**src/rtl/mult_div_unit.sv**
```systemverilog
// Iterative multiply/divide unit with architectural HI/LO registers.
// One shift-add (mult) or restoring-subtract (div) step per clock; sign fix-up in a final cycle.
module mult_div_unit #(
    parameter int WIDTH = 32
) (
    input  logic             clk,
    input  logic             reset,
    input  logic             start,
    input  logic [1:0]       op,
    input  logic [WIDTH-1:0] rs_data,
    input  logic [WIDTH-1:0] rt_data,
    input  logic             hi_we,
    input  logic             lo_we,
    input  logic [WIDTH-1:0] wdata,
    output logic             busy,
    output logic             done,
    output logic [WIDTH-1:0] hi,
    output logic [WIDTH-1:0] lo
);
    // Handshake: start/hi_we/lo_we are honoured only at an edge where busy=0;
    // done is a single-cycle pulse in the first idle cycle after the HI/LO write.
    localparam int CW = $clog2(WIDTH);
    localparam logic [CW-1:0] LAST = CW'(WIDTH - 1);

    typedef enum logic [1:0] {S_IDLE, S_CALC, S_FIX} state_t;

    state_t               state_q, state_d;
    logic [1:0]           op_q, op_d;
    logic                 neg_a_q, neg_a_d;
    logic                 neg_b_q, neg_b_d;
    logic [CW-1:0]        cnt_q, cnt_d;
    logic [WIDTH-1:0]     b_q, b_d;
    logic [2*WIDTH-1:0]   p_q, p_d;
    logic [WIDTH-1:0]     hi_q, hi_d;
    logic [WIDTH-1:0]     lo_q, lo_d;
    logic                 done_q, done_d;

    // op[1] selects divide, op[0] selects unsigned.
    logic                 rs_neg, rt_neg;
    logic [WIDTH-1:0]     rs_mag, rt_mag;
    logic [WIDTH:0]       mult_sum;
    logic [WIDTH:0]       rem_sh;
    logic                 rem_ge;
    logic [WIDTH-1:0]     rem_sub;
    logic [2*WIDTH-1:0]   prod_fix;
    logic [WIDTH-1:0]     quo_fix, rem_fix;

    assign rs_neg   = ~op[0] & rs_data[WIDTH-1];
    assign rt_neg   = ~op[0] & rt_data[WIDTH-1];
    assign rs_mag   = rs_neg ? -rs_data : rs_data;
    assign rt_mag   = rt_neg ? -rt_data : rt_data;

    // Mult: upper half accumulates, multiplier shifts out of the low end.
    assign mult_sum = {1'b0, p_q[2*WIDTH-1:WIDTH]} + (p_q[0] ? {1'b0, b_q} : '0);
    // Div: partial remainder in the upper half, dividend/quotient in the lower half.
    assign rem_sh   = p_q[2*WIDTH-1:WIDTH-1];
    assign rem_ge   = rem_sh >= {1'b0, b_q};
    assign rem_sub  = rem_sh[WIDTH-1:0] - b_q;

    assign prod_fix = (neg_a_q ^ neg_b_q) ? -p_q : p_q;
    assign quo_fix  = (neg_a_q ^ neg_b_q) ? -p_q[WIDTH-1:0] : p_q[WIDTH-1:0];
    assign rem_fix  = neg_a_q ? -p_q[2*WIDTH-1:WIDTH] : p_q[2*WIDTH-1:WIDTH];

    always_comb begin
        state_d = state_q;
        op_d    = op_q;
        neg_a_d = neg_a_q;
        neg_b_d = neg_b_q;
        cnt_d   = cnt_q;
        b_d     = b_q;
        p_d     = p_q;
        hi_d    = hi_q;
        lo_d    = lo_q;
        done_d  = 1'b0;
        case (state_q)
            S_IDLE: begin
                if (hi_we) hi_d = wdata;
                if (lo_we) lo_d = wdata;
                if (start) begin
                    op_d    = op;
                    neg_a_d = rs_neg;
                    neg_b_d = rt_neg;
                    cnt_d   = '0;
                    state_d = S_CALC;
                    if (op[1]) begin
                        b_d = rt_mag;
                        p_d = {{WIDTH{1'b0}}, rs_mag};
                    end else begin
                        b_d = rs_mag;
                        p_d = {{WIDTH{1'b0}}, rt_mag};
                    end
                end
            end
            S_CALC: begin
                if (op_q[1]) begin
                    p_d = {(rem_ge ? rem_sub : rem_sh[WIDTH-1:0]), p_q[WIDTH-2:0], rem_ge};
                end else begin
                    p_d = {mult_sum, p_q[WIDTH-1:1]};
                end
                cnt_d = cnt_q + 1'b1;
                if (cnt_q == LAST) state_d = S_FIX;
            end
            S_FIX: begin
                if (op_q[1]) begin
                    // Zero divisor leaves the dividend as remainder; only the quotient needs forcing.
                    lo_d = (b_q == '0) ? '1 : quo_fix;
                    hi_d = rem_fix;
                end else begin
                    {hi_d, lo_d} = prod_fix;
                end
                done_d  = 1'b1;
                state_d = S_IDLE;
            end
            default: state_d = S_IDLE;
        endcase
    end

    always_ff @(posedge clk) begin
        if (reset) begin
            state_q <= S_IDLE;
            op_q    <= '0;
            neg_a_q <= 1'b0;
            neg_b_q <= 1'b0;
            cnt_q   <= '0;
            b_q     <= '0;
            p_q     <= '0;
            hi_q    <= '0;
            lo_q    <= '0;
            done_q  <= 1'b0;
        end else begin
            state_q <= state_d;
            op_q    <= op_d;
            neg_a_q <= neg_a_d;
            neg_b_q <= neg_b_d;
            cnt_q   <= cnt_d;
            b_q     <= b_d;
            p_q     <= p_d;
            hi_q    <= hi_d;
            lo_q    <= lo_d;
            done_q  <= done_d;
        end
    end

    assign busy = (state_q != S_IDLE);
    assign done = done_q;
    assign hi   = hi_q;
    assign lo   = lo_q;
endmodule
```
**config.mk**
```make
export PLATFORM = sky130hd
export DESIGN_NAME = mult_div_unit
export DESIGN_NICKNAME = d
export VERILOG_FILES = /design/src/rtl/mult_div_unit.sv
export SDC_FILE = /design/constraint.sdc
export NUM_CORES = 1
export LEC_CHECK = 0
export CAP_MARGIN = 15
export CORE_ASPECT_RATIO = 0.6
export CORE_MARGIN = 1.5
export CORE_UTILIZATION = 45
export DETAILED_ROUTE_END_ITERATION = 6
export GPL_ROUTABILITY_DRIVEN = 0
export PLACE_DENSITY = 0.66
export RECOVER_POWER = 50
export SKIP_LAST_GASP = 1
export SLEW_MARGIN = 10
export SYNTH_ARGS = -nofsm -noshare
export SYNTH_HDL_FRONTEND = slang
export SYNTH_SLANG_ARGS = --single-unit
```
**constraint.sdc**
```tcl
create_clock -name clk -period 6 [get_ports clk]
set_input_delay 0.6 -clock clk [delete_from_list [all_inputs] [get_ports clk]]
set_output_delay 0.6 -clock clk [all_outputs]
set_load 0.005 [all_outputs]
```
==> metrics <==
outcome complete, but fails checks; failing checks capacitance limit, slew limit; final wirelength 54800 um; delay-heaviest family, CP buffers and inverters; # resized after CTS 0; WP data required 6.30 ns; Peak Freq 210 MHz; #FFs+latches synth 171; Setup violations, final 0; vias in the first global route 13600; Async SR Flop Fraction 0; Slew headroom -1.27; WP buf/inv 1; area of the core 31200 um^2; Die X 233 um; most frequent cells in the layout nor2_1 (203), nand2_1 (202), a21oi_1 (190), dfxtp_1 (170); Max VDD drop 174 uV; Critical Path Stages 6; most common cell after layout, fill and taps aside nor2_1; DR WL/cell 22.5 um; Post-synth EDFFs 0; sum of negative setup slack 0 ns; Crit path largest cell delay 2.38 ns; critical path, cell by cell nor2_1, nand2_2, clkbuf_1, nor2_1, nand2_1, o221ai_1; Least-Margin Pin Slew 3.41 ns; YS warnings 0; post-DP HPWL 42800 um; Total Power 0.00363 W; CP arrival 5.06 ns; Power Dens Cells 217 nW/um^2; gr usage total 0.324; GRT Residual Overflow 0; clk sinks 171; most frequent CP cell nor2_1; # rows 50; DRT iter0 DRCs 1935; first-pass GRT wire length 81600 um; multi-input logic area 10100 um^2; Antenna Nets Post-Route 0; depth of the CTS H-tree 4; Vias 15600; remaining routing DRC violations 0; clock insertion delay at the later pin of the skew report 0.45 ns; fin crit share 0.794; Yosys cell types 74; Clock Path Buffers 2; RSZ-0062 raised after global routing no; register area share after synthesis 0.240; Synth Net Count 2101; postcts setup bufs 0; layout cells sized above 1 0.0386; Design Area, Final 16700 um^2; # hold bufs at CTS 0; Cells after Synth 1926; max cap viols 3; clock transition at the registers of the reported paths 0.07 ns; Critical Path Start Type flop; ANT cells 0; FILL cells 2986; nature of the critical path endpoint flop; syn_area_per_cell 7.40 um^2; Area after DPL 16200 um^2; worst hold path type reg -> reg; crit path max fanout 75; Final Net Count 2185; Crit Path Class reg -> reg; Max Slew Vio Count 150; worst hold path cell count 2; I/O Buffers 168; die height 141 um; FF-to-FF path depth 6; # IOs 169; ys flop type dfxtp_1; Crit-path slowest cell clkbuf_1; Register Area 3420 um^2; LEAKAGE 6.51 nW; initial core utilization 0.458; initial antenna violation count 0; vias per cell 6.40; TritonRoute pass-1 iters 6; largest net degree at the start of global routing 76; Final Hold Violating Endpoints 0; Clock Tree Root clkbuf_16; Die ar. 32800 um^2; CTS tree built; final setup skew 0.0126 ns; CTS buffer count 17; Post-Synthesis Cell Area 14300 um^2; minimum clock period 4.76 ns; Area Overhead vs Synth 17.2%
==> Yosys cell counts, types with 11 or more instances <==
| library cell | instances | area (um^2) |
|---|---|---|
| inv_1 | 66 | 248 |
| buf_1 | 14 | 52.6 |
| o22ai_1 | 13 | 81.3 |
| o21ai_0 | 102 | 510 |
| nand2b_1 | 20 | 125 |
| xor2_1 | 69 | 604 |
| o221ai_1 | 40 | 350 |
| a21o_1 | 25 | 188 |
| dfxtp_1 | 171 | 3420 |
| o21a_1 | 11 | 82.6 |
| ha_1 | 70 | 876 |
| a22oi_1 | 13 | 97.6 |
| nor2_1 | 203 | 762 |
| and3_1 | 16 | 100 |
| xnor2_1 | 103 | 902 |
| a211oi_1 | 75 | 563 |
| or3_1 | 21 | 131 |
| clkbuf_1 | 107 | 402 |
| o211ai_1 | 35 | 263 |
| a21oi_1 | 189 | 946 |
| mux2i_1 | 41 | 410 |
| a31oi_1 | 13 | 81.3 |
| o41ai_1 | 11 | 96.3 |
| nand4_1 | 14 | 87.6 |
| nor3_1 | 37 | 185 |
| nand3_1 | 29 | 145 |
| nand2_1 | 203 | 762 |
| nor4_1 | 18 | 113 |
| nor2b_1 | 17 | 106 |
| o31ai_1 | 36 | 270 |
==> kinds of logic (layout without fill, tap and decap cells) <==
logic type      Yosys count  in the layout  synth area share
buf+inv                 189            286            0.0499
compound gates          651            651             0.303
simple gates            625            625             0.204
flops                   171            171             0.240
xor+xnor                172            172             0.106
mux                      46             46            0.0327
fa+ha+maj                72             72            0.0643
==> metal layers <==
metal,share of wire,routed length [um],up-vias,GRT usage
li1,-,-,7253,-
met1,0.47,25700,7351,0.508
met2,0.38,20600,950,0.422
met3,0.14,7580,65,0.0932
met4,0.017,923,0,0.0720
met5,0,0,-,0
==> worst paths after layout <==
kind              slack, ns       start  endpoint
hold reg to reg        0.45      lo[15]    lo[15]
hold / removal         0.45      lo[15]    lo[15]
setup reg to reg       1.24  state_q[0]   p_q[30]
setup / recovery       1.24  state_q[0]   p_q[30]
==> stage by stage <==
stage | worst slack (ns) | hold slack [ns] | instances | util
detailed placement | 2.08 | 0.447 | 2407 | 0.519
floorplan | 2.81 | 0.432 | 1926 | -
CTS | 2.05 | 0.457 | 2439 | 0.538
global placement | 2.18 | 0.440 | 2407 | 0.519
global route | 0.883 | 0.471 | 2439 | 0.536
finish | 1.24 | 0.450 | 2439 | 0.536
==> sequential cells by signal (all words and copies together), names as in the netlist <==
signal	count
state_q	2
hi	32
done	1
p_q	64
b_q	32
neg_a_q	1
lo	32
neg_b_q	1
cnt_q	5
op_q	1
==> worst min-delay path, cell delays in order (launching register included) <==
cell	delay, ns
dfxtp_1	0.31
nand2_1	0.05
a21oi_1	0.05
==> report_power, final <==
part           switching [W]  leakage, nW  internal, W
clock network       0.000526        0.287     0.000625
registers           0.000107         1.40      0.00121
logic               0.000700         4.82     0.000459
total                0.00133         6.51      0.00230
==> area by class of cell <==
| cell class | count | share of cell area |
|---|---|---|
| clock buffer | 19 | 0.0259 |
| clock inverter | 13 | 0.00966 |
| inverter | 66 | 0.0148 |
| multi-input combinational | 1566 | 0.605 |
| sequential | 171 | 0.205 |
| tap | 416 | 0.0311 |
| timing repair buffer | 188 | 0.108 |
Note: power is estimated with default switching activity, not from simulation.
